--- src/rtl/uart_rx_sched.sv ---
// uart_rx_sched: baud enable generator, rx byte capture FSM and FWFT FIFO with sticky overrun.
module uart_rx_sched #(
    parameter int DEPTH = 4,
    parameter int DIV_W = 16,
    parameter logic [DIV_W-1:0] DIV_RST = DIV_W'(1)
) (
    input  logic                   clk,
    input  logic                   rst,
    input  logic                   div_wr,
    input  logic [DIV_W-1:0]       div_in,
    output logic                   brg_en,
    input  logic                   rx_rdy,
    input  logic [7:0]             rx_data,
    output logic                   clr_rdy,
    input  logic                   rd_en,
    output logic [7:0]             rd_data,
    output logic                   fifo_empty,
    output logic                   fifo_full,
    output logic [$clog2(DEPTH):0] count,
    output logic                   overrun,
    input  logic                   ovr_clr
);
    localparam int AW = $clog2(DEPTH);
    localparam int CW = AW + 1;
    typedef enum logic [1:0] {IDLE, CAPTURE, WAIT_CLR} state_t;
    state_t state, state_nxt;
    logic [DIV_W-1:0] div_q, brg_cnt;
    logic [7:0] mem [DEPTH];
    logic [AW-1:0] wr_ptr, rd_ptr;
    logic [CW-1:0] count_nxt;
    logic [7:0] last_q;
    logic push, pop, drop;
    assign brg_en = !rst && !div_wr && brg_cnt == '0;
    always_ff @(posedge clk) begin
        if (rst) begin
            div_q   <= DIV_RST;
            brg_cnt <= DIV_RST;
        end else if (div_wr) begin
            div_q   <= div_in;
            brg_cnt <= div_in;
        end else begin
            brg_cnt <= brg_cnt == '0 ? div_q : brg_cnt - 1'b1;
        end
    end
    always_ff @(posedge clk) begin
        if (rst) state <= IDLE;
        else     state <= state_nxt;
    end
    always_comb begin
        state_nxt = state;
        clr_rdy   = 1'b0;
        case (state)
            IDLE:     if (rx_rdy) state_nxt = CAPTURE;
            CAPTURE: begin
                clr_rdy   = 1'b1;
                state_nxt = WAIT_CLR;
            end
            WAIT_CLR: if (!rx_rdy) state_nxt = IDLE;
            default:  state_nxt = IDLE;
        endcase
    end
    // fullness and emptiness are judged on the registered pre-edge state
    assign push      = clr_rdy && !fifo_full;
    assign drop      = clr_rdy && fifo_full;
    assign pop       = rd_en && !fifo_empty;
    assign count_nxt = count + CW'(push) - CW'(pop);
    assign rd_data   = fifo_empty ? last_q : mem[rd_ptr];
    always_ff @(posedge clk) begin
        if (push) mem[wr_ptr] <= rx_data;
    end
    always_ff @(posedge clk) begin
        if (rst) begin
            wr_ptr     <= '0;
            rd_ptr     <= '0;
            count      <= '0;
            fifo_empty <= 1'b1;
            fifo_full  <= 1'b0;
            last_q     <= '0;
            overrun    <= 1'b0;
        end else begin
            if (push) wr_ptr <= wr_ptr + 1'b1;
            if (pop)  rd_ptr <= rd_ptr + 1'b1;
            count      <= count_nxt;
            fifo_empty <= count_nxt == '0;
            fifo_full  <= count_nxt == CW'(DEPTH);
            last_q     <= rd_data;
            overrun    <= drop ? 1'b1 : (ovr_clr ? 1'b0 : overrun);
        end
    end
endmodule

--- config.mk ---
export PLATFORM = sky130hd
export DESIGN_NAME = uart_rx_sched
export DESIGN_NICKNAME = d
export VERILOG_FILES = /design/src/rtl/uart_rx_sched.sv
export SDC_FILE = /design/constraint.sdc
export NUM_CORES = 1
export LEC_CHECK = 0
export ABC_CLOCK_PERIOD_IN_PS = 4250
export BUFFER_PORTS_ARGS = -buffer_cell sky130_fd_sc_hd__buf_4
export CAP_MARGIN = 20
export CORE_MARGIN = 2
export CORE_UTILIZATION = 49
export CTS_CLUSTER_DIAMETER = 40
export DETAILED_ROUTE_END_ITERATION = 6
export PLACE_DENSITY = 0.79
export SYNTH_ARGS = -nofsm -noshare
export SYNTH_HDL_FRONTEND = slang
export SYNTH_SLANG_ARGS = --single-unit
--- constraint.sdc ---
create_clock -name clk -period 4.25 [get_ports clk]
set_input_delay 0.6375 -clock clk [delete_from_list [all_inputs] [get_ports clk]]
set_output_delay 0.6375 -clock clk [all_outputs]
set_load 0.01 [all_outputs]
After elaboration in Yosys (flattened, before gate mapping)
Memories as Yosys holds them, arrays and structs flattened. A register that Yosys moved wholly into a read port is not among the register bits.
Index checks and enable logic that the tools add are counted.
- bits in registers: 52
- bits in writable memories: 32
- memories kept: 1
- reduce and logical (&&, ||, !) cells: 14
- add/subtract/negate cells: 5
- equality and inequality tests: 5
- mux-type cells: 13
- memories (memory ; depth ; width ; rd ports ; clocked after Yosys merged registers in ; wr ports ; line ; RTL):
    mem ; 4 ; 8 ; 1 ; 1 ; 1 ; 28 ; logic [7:0] mem [DEPTH];
- operators with widths (kind ; count):
    2-to-1 mux 16 bit ; 2
    zero test 16 bit ; 1
    subtractor 16 x 1 -> 16 bit, second input constant ; 1
    2-to-1 mux 2 bit ; 4
    2-to-1 mux 8 bit ; 1
    case mux 2 bit (3 select lines) ; 1
    logical AND 1 bit ; 5
    2-to-1 mux 1 bit ; 5
    adder 2 x 1 -> 2 bit, second input constant ; 2
    zero test 1 bit ; 4
    inequality test 2 bit, second input constant ; 2
    adder 3 x 1 -> 3 bit ; 1
    equality test 3 bit, second input constant ; 1
    zero test 3 bit ; 1
    subtractor 3 x 1 -> 3 bit ; 1
    equality test 2 x 1 -> 1 bit, second input constant ; 1
    equality test 2 bit, second input constant ; 1
    zero test 2 bit ; 1
    AND reduction 2 bit ; 1
    nonzero test 2 bit ; 1

Depth between registers and ports, before layout
Gate-level depths: netlist of the first run.
- word-level depth: 6
- gate-level depth with buffers: 10
- gate-level depth less buffers: 10

Worst setup path after synthesis of the first run
OpenSTA, ideal clock, no wires.
- path kind: reg2out
- from: register brg_cnt[0]
- to: output port brg_en
- path slack: 2.069 ns
- required time: 3.612 ns
- path buffers: 1
- cell stages (with the launch flop): 7
- arrival time: 1.544 ns
- path through: dfxtp_1 > inv_1 > ha_1 > nor4b_1 > nand4_1 > clkbuf_1 > nor2_1
- longest elaborated chain between the ends: 2
- RTL lines (item ; line ; RTL):
    from (decl) ; 27 ; logic [DIV_W-1:0] div_q, brg_cnt;
    from (signal assigned) ; 40 ; brg_cnt <= div_in;
    from (signal assigned) ; 42 ; brg_cnt <= brg_cnt == '0 ? div_q : brg_cnt - 1'b1;
    zero test 16 bit ; 33 ; assign brg_en = !rst && !div_wr && brg_cnt == '0;
    logical AND 1 bit ; 33 ;
    to (decl) ; 11 ; output logic brg_en,
No other way between the ends.

==> results of run 1 <==
==> worst max-delay path, delay by kind of cell, from the launching register on <==
family	cells	cell delay, ns
buffers and inverters	1	0.14
DFF	1	0.65
muxes	2	0.87
==> power breakdown <==
| part | total [mW] | internal [mW] | leakage, nW | switching [mW] |
|---|---|---|---|---|
| Combinational | 0.453 | 0.253 | 0.783 | 0.200 |
| Clock | 0.572 | 0.276 | 0.0973 | 0.296 |
| Sequential | 1.00 | 0.931 | 0.734 | 0.0727 |
==> synth_stat cells (all sizes together), types with 6 or more instances <==
master and count:
xor2 7, nand2 25, nand2b 16, nor4 6
clkbuf 12, dfxtp 54, ha 8, mux2 8
nor2 21, edfxtp 32, mux4 8, a21oi 30
xnor2 8, and2 12, inv 12
==> cells by family (layout without fill, tap and decap cells) <==
kind of cell,after synthesis,count (layout),synth area share
simple gates,105,105,0.1702
flops,86,86,0.5633
compound gates,53,53,0.08940
buf+inv,27,74,0.03037
mux,17,17,0.07732
xor+xnor,15,15,0.03625
fa+ha+maj,9,9,0.03314
==> layout by cell type (no fill, tap or decap), drive strengths merged, types with 6 or more instances in the layout <==
| cell | n |
|---|---|
| nand2b | 16 |
| mux4 | 8 |
| mux2 | 8 |
| buf | 46 |
| inv | 14 |
| and2 | 12 |
| nand2 | 25 |
| nor4 | 6 |
| clkbuf | 10 |
| ha | 8 |
| xor2 | 7 |
| edfxtp | 32 |
| xnor2 | 8 |
| dfxtp | 54 |
| nor2 | 21 |
| a21oi | 30 |
==> layout make-up <==
class / count / area, µm²
fillers: 620 / 2989
well taps: 99 / 123.9
repair buffers: 46 / 345.3
multi-input cells: 199 / 1473
clock buffers: 10 / 127.6
inverters: 12 / 45.04
clock inverters: 6 / 68.82
flip-flops and latches: 86 / 2042
==> flip-flops by register name, summed over array words and instances, names as in the netlist, named ones only <==
name and flops:
last_q 8, fifo_full 1, count 3, brg_cnt 16, mem 32, div_q 16, state 2, overrun 1
fifo_empty 1, rd_ptr 2, wr_ptr 2
==> final timing paths <==
path                            cells after the start          to  slack (ns)       from
worst min-delay path                                1    state[0]        0.45   state[0]
worst max register to register                     10   fifo_full        1.81   state[1]
worst max-delay path                                3  rd_data[1]        1.59  flip-flop
worst min register to register                      1    state[0]        0.45   state[0]
==> layer usage <==
layer	vias to the layer above	wire, µm	global-route usage	share of wire
li1	1198	-	-	-
met1	1163	3110	0.2162	0.46
met2	43	3346	0.2951	0.49
met3	10	257	0.04778	0.038
met4	0	98	0.06667	0.014
met5	-	0	0	0
==> summary.md, run 1 <==
| Metric | Value |
|---|---|
| Routed vias/inst | `5.271` |
| Hold Crit Class | `reg2reg` |
| Register area share after synthesis | `0.5633` |
| Max-Cap Viols | `0` |
| DP Cell Count | `442` |
| Port bufs | `45` |
| Power Total | `2.030 mW` |
| Setup bufs post-CTS | `0` |
| ANT nets after route | `0` |
| Outcome | `finished, final reports clean` |
| Antenna diode count | `0` |
| Arr. time, crit path | `2.02 ns` |
| Drt total wl | `6.813 mm` |
| Number of global-route vias before repair | `2346` |
| CTS max path bufs | `2` |
| Final worst slack | `1.590 ns` |
| Power per cell area | `480.4 mW/mm²` |
| Final std cells w/o fill | `458` |
| Clk Tree Root Cell | `clkbuf_8` |
| Hold WS | `0.4475 ns` |
| # DRC | `0` |
| Area leader, netlist | `dfxtp_1` |
| Worst Max-Slew Pin Slew | `0.7847 ns` |
| # setup viols final | `0` |
| Final worst-path cycle share | `0.6259` |
| Leak | `1.615 nW` |
| Slew HR | `0.4757` |
| CP Cell Sequence | `mux4_2 -> mux2_2 -> buf_4` |
| # hold bufs at CTS | `0` |
| Wire length of the first global-routing pass | `11.25 mm` |
| Crit end category | `output pin` |
| Die Y | `90.01 µm` |
| CP startpoint kind | `flip-flop` |
| Max IR drop VDD | `180.7 µV` |
| H-tree levels | `3` |
| Post-Syn Area | `0.003625 mm²` |
| Gr ovfl total | `0` |
| RSZ-0062 raised after global routing | `no` |
| Share of the synthesized area in the top cell type | `0.2982` |
| Number of synthesized flops with an enable pin | `32` |
| Via Count | `2414` |
| Final Hold Vio Count | `0` |
| Core footprint | `0.007214 mm²` |
| Synth area leaders | `dfxtp_1 (30%), edfxtp_1 (27%), mux4_2 (5.0%)` |
| DR WL/cell | `14.88 µm` |
| Avg Synthesized Cell Area | `11.62 µm²` |
| Post-CTS Resized | `0` |
| Skew final | `0.008827 ns` |
| Ys flop type | `dfxtp_1` |
| Yosys warning count | `0` |
| Initial Util | `0.5024` |
| DP Wirelength | `4.655 mm` |
| Fraction of layout cells with a size suffix above 1 | `0.2396` |
| DRT Pass-1 Iters | `4` |
| CTS Sinks | `86` |
| Pin count of the biggest net entering global routing | `47` |
| Area post-placement | `0.004029 mm²` |
| Area grow syn2layout | `16.57%` |
| Syn nets | `351` |
| Die Footprint | `0.008102 mm²` |
| Sum Neg Setup Slack | `0 ns` |
| Worst-path maximum fanout | `8` |
| DIE WIDTH | `90.01 µm` |
| Pre-CTS WS | `1.854 ns` |
| Kind of critical path | `reg2out` |
| Max Freq | `375.9 MHz` |
| CTS Buf Count | `9` |
| Crit-path slowest cell | `dfxtp_1` |
| CP required | `3.61 ns` |
| Cells after synthesis | `312` |
| Gr usage total | `0.1755` |
| Crit-path max cell delay | `0.65 ns` |
| Drt initial violations | `132` |
| Net count, final | `393` |
| Synth async-reset ratio | `0` |
| Layout Utilization | `0.5857` |
| Post-synthesis register bit count | `86` |
| Rows | `31` |
| Max Transition Viols Final | `0` |
| Clock-pin slew on the worst setup and hold paths | `0.09 ns` |
| Yosys cell types | `47` |
| Ports | `46` |
| Clock Latency Late Sink | `0.36 ns` |
| CTS tree | `yes` |
| Fin crit period | `2.660 ns` |
| GP Congestion | `0.7549` |
| Initial antenna violation count | `0` |
| Finished Cell Area | `0.004225 mm²` |
No activity file was read; power rests on OpenSTA's default activity.
==> run 2, diff against run 1 <==
--- a/config.mk
+++ b/config.mk
@@ -5,7 +5,8 @@
 export SDC_FILE = /design/constraint.sdc
 export NUM_CORES = 1
 export LEC_CHECK = 0
-export ABC_CLOCK_PERIOD_IN_PS = 4250
+export ABC_AREA = 1
+export ABC_CLOCK_PERIOD_IN_PS = 2750
 export BUFFER_PORTS_ARGS = -buffer_cell sky130_fd_sc_hd__buf_4
 export CAP_MARGIN = 20
 export CORE_MARGIN = 2
==> constraint.sdc (replaced) <==
create_clock -name clk -period 2.75 [get_ports clk]
set_input_delay 0.4125 -clock clk [delete_from_list [all_inputs] [get_ports clk]]
set_output_delay 0.4125 -clock clk [all_outputs]
set_load 0.01 [all_outputs]
==> summary.md, run 2 <==
| Metric | Value |
|---|---|
| Arr. time, crit path | `2.69 ns (+0.67 ns)` |
| DIE WIDTH | `91.74 µm (+1.9%)` |
| Final worst-path cycle share | `0.8767` |
| Max IR drop VDD | `380.8 µV (+110%)` |
| Post-Syn Area | `0.003772 mm² (+4.1%)` |
| Skew final | `0.005691 ns (-0.003136 ns)` |
| Clock-pin slew on the worst setup and hold paths | `0.08 ns (about the same)` |
| Syn nets | `475 (+35%)` |
| Die Y | `91.74 µm (+1.9%)` |
| Ports | `46 (unchanged)` |
| Slew HR | `0.4649 (-0.01082)` |
| Max FFs per register | `32 (unchanged)` |
| Top flop regs | `mem (32), brg_cnt (16), div_q (16)` |
| Hold WS | `0.2486 ns (-0.1988 ns)` |
| Yosys warning count | `0 (unchanged)` |
| Initial Util | `0.5119 (+0.009457)` |
| Commonest non-fill, non-tap cells in the layout | `nand2_1 (113), nor2_1 (54), dfxtp_1 (54)` |
| CP Cell Sequence | `inv_1 -> nor2_1 -> nand2_1 -> ha_1 -> inv_1 -> ha_1 -> fa_1 -> xor2_1 -> xor2_1 -> inv_1 -> nor3_1` |
| # hold bufs at CTS | `0 (unchanged)` |
| Cells after synthesis | `436 (+40%)` |
| Most used cell along the critical path | `inv_1` |
| Rows | `31 (unchanged)` |
| Final Hold Vio Count | `0 (unchanged)` |
| CP startpoint kind | `flip-flop` |
| RSZ-0062 raised after global routing | `no` |
| Worst hold path startpoint | `ovr_clr` |
| Max Transition Viols Final | `0 (unchanged)` |
| Wire length of the first global-routing pass | `12.19 mm (+8.3%)` |
| Avg Synthesized Cell Area | `8.652 µm² (-26%)` |
| CTS max path bufs | `2 (unchanged)` |
| Clk Tree Root Cell | `clkbuf_8` |
| Gr ovfl total | `0 (unchanged)` |
| CTS Sinks | `86 (unchanged)` |
| Most frequent cell after synthesis | `nand2_1` |
| H-tree levels | `3 (unchanged)` |
| Drt total wl | `7.232 mm (+6.2%)` |
| Area leader, netlist | `dfxtp_1` |
| Max-Cap Viols | `0 (unchanged)` |
| ANT nets after route | `0 (unchanged)` |
| Area grow syn2layout | `15.26%` |
| DP Cell Count | `570 (+29%)` |
| Antenna diode count | `0 (unchanged)` |
| Layout Utilization | `0.5900 (+0.004308)` |
| Crit-path max cell delay | `0.39 ns (-0.26 ns)` |
| Net count, final | `521 (+33%)` |
| Drt initial violations | `99 (-25%)` |
| Port bufs | `45 (unchanged)` |
| CTS tree | `yes` |
| Critical path launch point | `state[0]` |
| Worst Max-Slew Pin Slew | `0.7997 ns (+0.01498 ns)` |
| Number of global-route vias before repair | `2857 (+22%)` |
| Synth async-reset ratio | `0 (unchanged)` |
| Top cells by count, synth | `nand2_1 (113), dfxtp_1 (54), nor2_1 (54)` |
| Share of the synthesized area in the top cell type | `0.2866 (-0.01167)` |
| DRT Pass-1 Iters | `4 (unchanged)` |
| Fraction of layout cells with a size suffix above 1 | `0.1869 (-0.05270)` |
| Setup bufs post-CTS | `0 (unchanged)` |
| Power per cell area | `729.2 mW/mm² (+52%)` |
| Post-synthesis register bit count | `86 (unchanged)` |
| Max Freq | `414.8 MHz` |
| RR Startpoint | `state[0]` |
| Fin crit period | `2.411 ns` |
| CTS Buf Count | `9 (unchanged)` |
| Crit-path slowest cell | `fa_1` |
| Routed vias/inst | `5.010 (-4.9%)` |
| DP Wirelength | `5.108 mm (+9.7%)` |
| Number of synthesized flops with an enable pin | `32 (unchanged)` |
| Via Count | `2936 (+22%)` |
| Outcome | `finished, final reports clean` |
| Core footprint | `0.007370 mm² (+2.2%)` |
| Pin count of the biggest net entering global routing | `43 (-8.5%)` |
| Worst-path maximum fanout | `9 (+1)` |
| CP required | `3.03 ns (-0.58 ns)` |
| # setup viols final | `0 (unchanged)` |
| DR WL/cell | `12.34 µm (-17%)` |
| # DRC | `0 (unchanged)` |
| Register area share after synthesis | `0.5413 (-0.02205)` |
| Hold Crit Class | `in2reg` |
| Kind of critical path | `reg2reg` |
| Initial antenna violation count | `0 (unchanged)` |
| Leak | `1.909 nW (+18%)` |
| Clock Latency Late Sink | `0.36 ns (about the same)` |
| Die Footprint | `0.008416 mm² (+3.9%)` |
| Post-CTS Resized | `0 (unchanged)` |
| Gr usage total | `0.1817 (+0.006122)` |
| Top reg by flops | `mem` |
| Most common cell after layout, fill and taps aside | `nand2_1` |
| Ys flop type | `dfxtp_1` |
| Synth area leaders | `dfxtp_1 (29%), edfxtp_1 (25%), nand2_1 (11%)` |
| Final std cells w/o fill | `586 (+28%)` |
| Yosys cell types | `34 (-28%)` |
| Sum Neg Setup Slack | `0 ns (unchanged)` |
| GP Congestion | `0.8115 (+7.5%)` |
| Crit end category | `flip-flop` |
## run 2: changes by cell type in the layout (fill, tap and decap cells not counted), sizes merged, moves of 12 or more
cell    previous run  this run
inv               14        39
and2              12         0
nand3              2        20
nand2b            16         0
o21ai              5        36
nand2             25       122
nor2              21        58
## run 2: final cells by class
type / count / area [µm²]
clock inverter: 6 / 45.04
inverter: 39 / 146.4
tap: 99 / 123.9
clock buffer: 10 / 137.6
timing repair buffer: 49 / 367.9
sequential: 86 / 2042
multi-input combinational: 297 / 1485
fill: 650 / 3022
## run 2: cells by family after synthesis
| logic type | share of synthesized area |
|---|---|
| adders and majority gates | 0.03184 |
| and+or+nand+nor | 0.2358 |
| DFF | 0.5413 |
| buffers and inverters | 0.06500 |
| xor gates and xnor gates | 0.01161 |
| AOI/OAI and AO/OA | 0.1144 |
## run 2: metrics by stage
step                      power [mW]  setup slack (ns)  area (µm²)
final                          3.170            0.3390        4348
after global routing           3.353            0.1352        4348
after CTS                      3.195            0.3205        4348
after detailed placement       2.392            0.3650        4165
after global placement         2.348            0.5351        4165
after floorplan                2.067            0.4433        3772
## run 2: worst paths after layout
| path | slack [ns] | cells after the start | to |
|---|---|---|---|
| setup / recovery | 0.34 | 11 | fifo_full |
| hold reg to reg | 0.45 | 1 | state[0] |
| setup reg to reg | 0.34 | 11 | fifo_full |
| hold / removal | 0.25 | 2 | overrun |
## run 2: routing by layer
metal  share of wire  up-vias  track usage
met3           0.041        8      0.05177
met2            0.52       48       0.3487
li1                -     1509            -
met4          0.0082        0      0.04478
met5               0        -            0
met1            0.43     1371       0.1944
## run 2: where the power goes
part	leakage, nW	internal (mW)	switching [mW]	total, mW
Clock	0.0869	0.357	0.455	0.813
Sequential	0.734	1.44	0.0615	1.50
Combinational	1.09	0.347	0.509	0.856
Total	1.91	2.14	1.03	3.17
## run 2: critical path: cells and delay by family, from the launching register on
kind	cells	cell delay, ns
XOR/XNOR	2	0.40
adder cells (fa/ha/maj)	3	0.92
buffers and inverters	3	0.17
flip-flops	1	0.31
AND/OR/NAND/NOR	3	0.52
